**config.mk**
```make
export PLATFORM = sky130hd
export DESIGN_NAME = serial_adder
export DESIGN_NICKNAME = d
export VERILOG_FILES = /design/src/rtl/serial_adder_pkg.sv /design/src/rtl/full_adder.sv /design/src/rtl/serial_adder.sv
export SDC_FILE = /design/constraint.sdc
export NUM_CORES = 1
export LEC_CHECK = 0
export BUFFER_PORTS_ARGS = -buffer_cell sky130_fd_sc_hd__buf_4
export CELL_PAD_IN_SITES_DETAIL_PLACEMENT = 1
export CELL_PAD_IN_SITES_GLOBAL_PLACEMENT = 1
export CORE_MARGIN = 5
export CORE_UTILIZATION = 37
export DETAILED_ROUTE_END_ITERATION = 7
export PLACE_DENSITY = 0.72
export SLEW_MARGIN = 40
export SYNTH_ARGS = -nofsm -noshare
export SYNTH_HDL_FRONTEND = slang
export SYNTH_HIERARCHICAL = 1
export SYNTH_SLANG_ARGS = --single-unit
```
**constraint.sdc**
```tcl
create_clock -name sys_clk -period 1.7 [get_ports sys_clk]
set_clock_uncertainty 0.1 [all_clocks]
set_input_delay 0.255 -clock sys_clk [delete_from_list [all_inputs] [get_ports sys_clk]]
set_output_delay 0.255 -clock sys_clk [all_outputs]
set_load 0.03 [all_outputs]
```
**src/rtl/serial_adder_pkg.sv**
```systemverilog
// Shared definitions for the bit-serial adder: controller state encoding and default width.
package serial_adder_pkg;

   localparam int unsigned SA_DEFAULT_WIDTH = 8;

   typedef enum logic [1:0] {
      ST_IDLE = 2'd0,
      ST_RUN  = 2'd1,
      ST_DONE = 2'd2
   } sa_state_e;

endpackage : serial_adder_pkg

```
**src/rtl/full_adder.sv**
```systemverilog
// One-bit full-adder cell; the serial adder pushes every sum bit through this slice.
module full_adder (
   input  logic addend,
   input  logic augend,
   input  logic carry_in,
   output logic sum,
   output logic carry_out
);

   logic half_sum;

   assign half_sum  = addend ^ augend;
   assign sum       = half_sum ^ carry_in;
   assign carry_out = (addend & augend) | (carry_in & half_sum);

endmodule : full_adder

```
**src/rtl/serial_adder.sv**
```systemverilog
// Bit-serial adder: one full-adder cell, LSB first, WIDTH RUN cycles per operation.
// Define SERIAL_ADDER_OVF_EN to add the registered signed-overflow output.
module serial_adder
   import serial_adder_pkg::*;
#(
   parameter int unsigned WIDTH = SA_DEFAULT_WIDTH
) (
   input  logic             sys_clk,
   input  logic             sys_rst,
   input  logic             start,
   input  logic [WIDTH-1:0] operand_a,
   input  logic [WIDTH-1:0] operand_b,
   input  logic             carry_in,
   output logic             busy,
   output logic             done,
   output logic [WIDTH-1:0] result,
   output logic             carry_out
`ifdef SERIAL_ADDER_OVF_EN
   ,
   output logic             overflow
`endif
);

   localparam int unsigned      CNT_W    = $clog2(WIDTH);
   localparam logic [CNT_W-1:0] CNT_LAST = CNT_W'(WIDTH - 1);

   sa_state_e        state_q, state_d;
   logic [WIDTH-1:0] a_q, a_d;
   logic [WIDTH-1:0] b_q, b_d;
   logic [WIDTH-1:0] res_q, res_d;
   logic             carry_q, carry_d;
   logic [CNT_W-1:0] cnt_q, cnt_d;
   logic             fa_sum;
   logic             fa_cout;
   logic             last_bit;
`ifdef SERIAL_ADDER_OVF_EN
   logic             ovf_q, ovf_d;
`endif

   full_adder u_full_adder (
      .addend    (a_q[0]),
      .augend    (b_q[0]),
      .carry_in  (carry_q),
      .sum       (fa_sum),
      .carry_out (fa_cout)
   );

   assign last_bit = (cnt_q == CNT_LAST);

   always_comb begin
      // NOTE: every variable gets its hold value first so no path leaves it unassigned (no latch).
      state_d = state_q;
      a_d     = a_q;
      b_d     = b_q;
      res_d   = res_q;
      carry_d = carry_q;
      cnt_d   = cnt_q;
`ifdef SERIAL_ADDER_OVF_EN
      ovf_d   = ovf_q;
`endif
      case (state_q)
         ST_IDLE: begin
            if (start) begin
               state_d = ST_RUN;
               a_d     = operand_a;
               b_d     = operand_b;
               carry_d = carry_in;
               cnt_d   = '0;
               res_d   = '0;
`ifdef SERIAL_ADDER_OVF_EN
               ovf_d   = 1'b0;
`endif
            end
         end
         ST_RUN: begin
            // Sum bits enter at the MSB so the finished word lines up after WIDTH shifts.
            a_d     = {1'b0, a_q[WIDTH-1:1]};
            b_d     = {1'b0, b_q[WIDTH-1:1]};
            res_d   = {fa_sum, res_q[WIDTH-1:1]};
            carry_d = fa_cout;
            if (last_bit) begin
               cnt_d   = '0;
               state_d = ST_DONE;
`ifdef SERIAL_ADDER_OVF_EN
               ovf_d   = carry_q ^ fa_cout;
`endif
            end else begin
               cnt_d = cnt_q + CNT_W'(1);
            end
         end
         ST_DONE: begin
            state_d = ST_IDLE;
         end
         default: begin
            state_d = ST_IDLE;
         end
      endcase
   end

   always_ff @(posedge sys_clk) begin
      // NOTE: synchronous reset lives inside the clocked block and clears all state; <= only here.
      if (sys_rst) begin
         state_q <= ST_IDLE;
         a_q     <= '0;
         b_q     <= '0;
         res_q   <= '0;
         carry_q <= 1'b0;
         cnt_q   <= '0;
`ifdef SERIAL_ADDER_OVF_EN
         ovf_q   <= 1'b0;
`endif
      end else begin
         state_q <= state_d;
         a_q     <= a_d;
         b_q     <= b_d;
         res_q   <= res_d;
         carry_q <= carry_d;
         cnt_q   <= cnt_d;
`ifdef SERIAL_ADDER_OVF_EN
         ovf_q   <= ovf_d;
`endif
      end
   end

   assign busy      = (state_q == ST_RUN) || (state_q == ST_DONE);
   assign done      = (state_q == ST_DONE);
   assign result    = res_q;
   assign carry_out = carry_q;
`ifdef SERIAL_ADDER_OVF_EN
   assign overflow  = ovf_q;
`endif

endmodule : serial_adder

```
After elaboration in Yosys (flattened, before gate mapping)
Index checks and enable logic that the tools add are counted.
{"block": "op_classes", "n_addsub": 1, "n_eq_ne": 5, "n_mux": 14, "n_bitwise": 5, "n_reduce_logical": 5}
{"op": "one-hot mux 8 bit (2 select lines)", "n": 3}
{"op": "two-way mux 8 bit", "n": 3}
{"op": "two-way mux 3 bit", "n": 2}
{"op": "one-hot mux 3 bit (2 select lines)", "n": 1}
{"op": "two-way mux 2 bit", "n": 2}
{"op": "!= test 2 bit (second input constant)", "n": 2}
{"op": "one-hot mux 2 bit (2 select lines)", "n": 1}
{"op": "AND reduction 2 bit", "n": 2}
{"op": "adder 3 x 1 -> 3 bit (second input constant)", "n": 1}
{"op": "equality test 3 bit (second input constant)", "n": 1}
{"op": "AND 1 bit", "n": 2}
{"op": "equality test 2 x 1 -> 1 bit (second input constant)", "n": 1}
{"op": "equality test 2 bit (second input constant)", "n": 1}
{"op": "zero test 2 bit", "n": 1}
{"op": "one-hot mux 1 bit (2 select lines)", "n": 1}
{"op": "nonzero test 2 bit", "n": 1}
{"op": "XOR 1 bit", "n": 2}
{"op": "logical OR 1 bit", "n": 1}
{"op": "two-way mux 1 bit", "n": 1}
{"op": "bitwise OR 1 bit", "n": 1}
{"block": "word_totals", "reg_bits": 30, "in_bits": 20, "out_inout_bits": 11, "wordCells": 36}

Depth between registers and ports, before layout
{"block": "depth", "word_depth": 4, "mapped_depth": 7}

Modules after synthesis
Netlist, hierarchy kept.
{"module": "serial_adder", "n_inst": 1, "cells_per_inst": 144, "area_each_um2": 1495.2, "seq_area_each_um2": 600.6}
{"module": "full_adder", "n_inst": 1, "cells_per_inst": 1, "area_each_um2": 20.0, "seq_area_each_um2": 0.0}

Worst setup path after synthesis
No wires, ideal clock.
{"block": "synth_path", "path_kind": "register to register", "startpoint": "register carry_q, in the netlist carry_out", "endpoint": "register res_q[7], in the netlist result[7]", "setup_time_ps": 128, "arrival_time_ps": 1507, "required_time_ps": 1472, "path_slack_ps": -34, "stages_incl_launch_ff": 5, "synth_period_minus_slack_ps": 1734, "cell_sequence": "dfxtp_1 > fa_1 > mux2_2 > a222oi_1 > nor2_1"}
{"block": "synth_via", "elab_chain_cells": 2}
{"item": "from (decl)", "line_no": "serial_adder.sv:31", "text": "logic carry_q, carry_d;"}
{"item": "from (signal assigned)", "line_no": "serial_adder.sv:117", "text": "carry_q <= carry_d;"}
{"item": "XOR 1 bit", "line_no": "full_adder.sv:13", "text": "assign sum = half_sum ^ carry_in;"}
{"item": "named net fa_sum", "line_no": "serial_adder.sv:33", "text": "logic fa_sum;"}
{"item": "one-hot mux 8 bit (2 select lines)", "line_no": "serial_adder.sv:61", "text": "case (state_q)"}
{"item": "to (signal assigned)", "line_no": "serial_adder.sv:116", "text": "res_q <= res_d;"}
{"item": "to (decl)", "line_no": "serial_adder.sv:30", "text": "logic [WIDTH-1:0] res_q, res_d;"}
The timed path passes the listed nets, and every way through them passes these cells.
A chain may end at the register's enable or synchronous reset.

Worst setup path in the final report
{"block": "layout_path", "startpoint": "register state_q[1]", "endpoint": "register cnt_q[0]"}
{"block": "layout_via", "elab_chain_cells": 3}
{"item": "from (decl)", "line_no": "serial_adder.sv:27", "text": "sa_state_e state_q, state_d;"}
{"item": "from (signal assigned)", "line_no": "serial_adder.sv:113", "text": "state_q <= state_d;"}
{"item": "equality test 2 x 1 -> 1 bit / zero test 2 bit (equally long branches)", "line_no": "serial_adder.sv:61"}
{"item": "nonzero test 2 bit (no line) / != test 2 bit (equally long branches)"}
{"item": "AND reduction 2 bit (no line)"}
{"item": "to (signal assigned)", "line_no": "serial_adder.sv:118", "text": "cnt_q <= cnt_d;"}
{"item": "to (decl)", "line_no": "serial_adder.sv:32", "text": "logic [CNT_W-1:0] cnt_q, cnt_d;"}
Parallel ways exist; a longest one is shown, timed or not.

==> impl_metrics.tcl <==
set metrics [dict create \
    outcome "complete, no violations" \
    holdBufCountCts 0 \
    drt-initial-drc-count 58 \
    setup_slack_ns 0.06414 \
    vias_per_cell 5.496 \
    setup_viol 0 \
    hold_violations 0 \
    portBuffers 30 \
    gr-usage-all-layers 0.1476 \
    cts_root_buf "clkbuf_8" \
    path_clk_slew_ns 0.06 \
    dp.cells 221 \
    worst_slew_pin_slew_ns 0.3743 \
    area_growth_pct 27.83 \
    slew_viol_final 0 \
    r2r_slack_ns 0.06 \
    die_y_um 74.00 \
    cts_tree "done" \
    avgSynthCellArea_um2 10.45 \
    drc 0 \
    start_kind "flop" \
    gp_congestion 0.7329 \
    cts_num_sinks 30 \
    synth_cell_types 26 \
    overflow 0 \
    dp_slack_ns -0.06745 \
    drive_gt1_frac 0.4056 \
    crit_end "cnt_q[0]" \
    grt_pass1_wl_mm 6.127 \
    fin_crit_ns 1.636 \
    ys_seq_elements 30 \
    seq_area_frac_synth 0.3964 \
    cts_buffers 5 \
    max-vdd-ir-drop_uv 426.1 \
    hold_class "input port to flop" \
    dr_total_vias 1264 \
    cp.arrival_ns 1.75 \
    r2r-start "state_q[1]" \
    nFillCells 451 \
    p_leak_nw 0.7865 \
    whs_path_depth 3 \
    end_kind "flop" \
    regArea_um2 605.6 \
    final_nets 207 \
    required_ns 1.81 \
    grt_max_degree 31 \
    wl_mm 3.723 \
    power_mw 1.962 \
    fin_hold_ws_ns 0.1607 \
    antenna_found_initial 0 \
    dieArea_um2 5475 \
    grt_pass1_vias 1367 \
    async_reset_ff_frac 0 \
    instances_no_fill 230 \
    multi_input_area_um2 880.8 \
    synth-edff-count 0 \
    ios 31 \
    ys_top_cells_by_count "dfxtp_1, nor2_1, mux2i_1" \
    synthCells 145 \
    insertion_delay_ns 0.28 \
    syn-num-nets 172 \
    htree_num_levels 2 \
    dp_hpwl_mm 2.649 \
    synthesis.area_um2 1515 \
    drv_cap 0 \
    rsz0062_at_grt "true" \
    cp_max_fo 6 \
    ant_nets 0 \
    ys_warn_count 6 \
    worstReg2RegEnd "cnt_q[0]" \
    core_um2 3971 \
    clockBufferDepth 2 \
    synthFlopType "dfxtp_1" \
    crit_type "flop to flop" \
    yosys.area.top_type "dfxtp_1" \
    synth_most_common_cell "dfxtp_1" \
    finalCritPeriodShare 0.9623 \
    antennaDiodeCount 0 \
    max_freq_mhz 611.3 \
    synth_top_area_frac 0.3964 \
    dr.pass1.iters 5 \
    relSlewSlack 0.7505 \
    wire_per_inst_um 16.19 \
    start_util 0.3815 \
    die_w_um 74.00 \
    power_density_nw_per_um2 1013 \
    r2r.worst_path.cells 6 \
    synth_area_leaders "dfxtp_1, mux2i_1, a211oi_2" \
    startpoint "state_q[1]" \
    row_count 23 \
]
==> report_power, final <==
part | internal (mW) | switching [mW] | leakage (nW) | total [mW]
clock | 0.281 | 0.247 | 0.0383 | 0.528
combinational | 0.281 | 0.323 | 0.501 | 0.603
sequential | 0.780 | 0.0506 | 0.247 | 0.831
==> logic make-up after synthesis <==
family / count (synthesis) / share of synthesized area
compound gates: 32 / 0.1990
fa+ha+maj: 7 / 0.06276
buf+inv: 14 / 0.05449
mux: 26 / 0.1825
flops: 30 / 0.3964
simple gates: 36 / 0.1049
==> per-layer routing <==
layer  track usage  share of wire  up-vias
met3       0.05405          0.056        5
li1              -              -      605
met5             0              0        -
met1        0.1538           0.41      624
met2        0.2687           0.52       30
met4       0.05634          0.015        0
==> metrics by stage <==
step           cell area, um2    util   TNS (ns)
2_1_floorplan            1516       -          0
3_3_place_gp             1785  0.4496          0
3_5_place_dp             1785  0.4496    -0.1801
4_1_cts                  1886  0.4748          0
5_1_grt                  1937  0.4877  -0.008640
6_report                 1937  0.4877          0
==> placed cells by master (no fill, tap or decap), types with 2 or more instances in the layout <==
cell type and count:
nand2_1 3, dfxtp_1 28, mux2i_1 15, mux2_2 9, ha_1 4, nand3b_1 2
mux2_4 2, a211oi_2 10, clkbuf_1 2, ha_4 2, nor2_1 25, a222oi_1 9
clkbuf_8 5, a21oi_1 5, buf_4 36, a211oi_1 6
==> repair_timing <==
| action | CTS | global route |
|---|---|---|
| resized for setup | 5 | 10 |
| pin swaps | 0 | 3 |
| buffers inserted | 0 | 1 |
| gates cloned | 1 | 0 |
| setup endpoints to repair | 25 | 15 |
==> cell type report <==
type,count,share of cell area
inverters,3,0.007752
flip-flops and latches,30,0.3127
repair buffers,38,0.1531
multi-input cells,102,0.4548
clock buffers,7,0.03941
well taps,50,0.03230
==> registers in the layout, indices dropped and copies added (netlist names) <==
name / count
cnt_q: 3
carry_out: 1
result: 8
state_q: 2
a_q: 8
b_q: 8
==> worst min path at each step <==
stage	from	to	slack (ns)
after global routing	operand_b[7]	b_q[7]	0.16
after CTS	operand_b[7]	b_q[7]	0.16
after detailed placement	b_q[7]	b_q[7]	0.35
final	operand_b[7]	b_q[7]	0.16
after global placement	b_q[7]	b_q[7]	0.34
after floorplan	operand_a[7]	a_q[7]	0.32
==> worst max-delay path, stage by stage (launching register included) <==
cell and delay, ns:
dfxtp_1 0.32, inv_2 0.10, ha_4 0.16, buf_4 0.15, or2b_4 0.30, or3_1 0.32, a21oi_1 0.12
(Power assumes the default switching activity.)
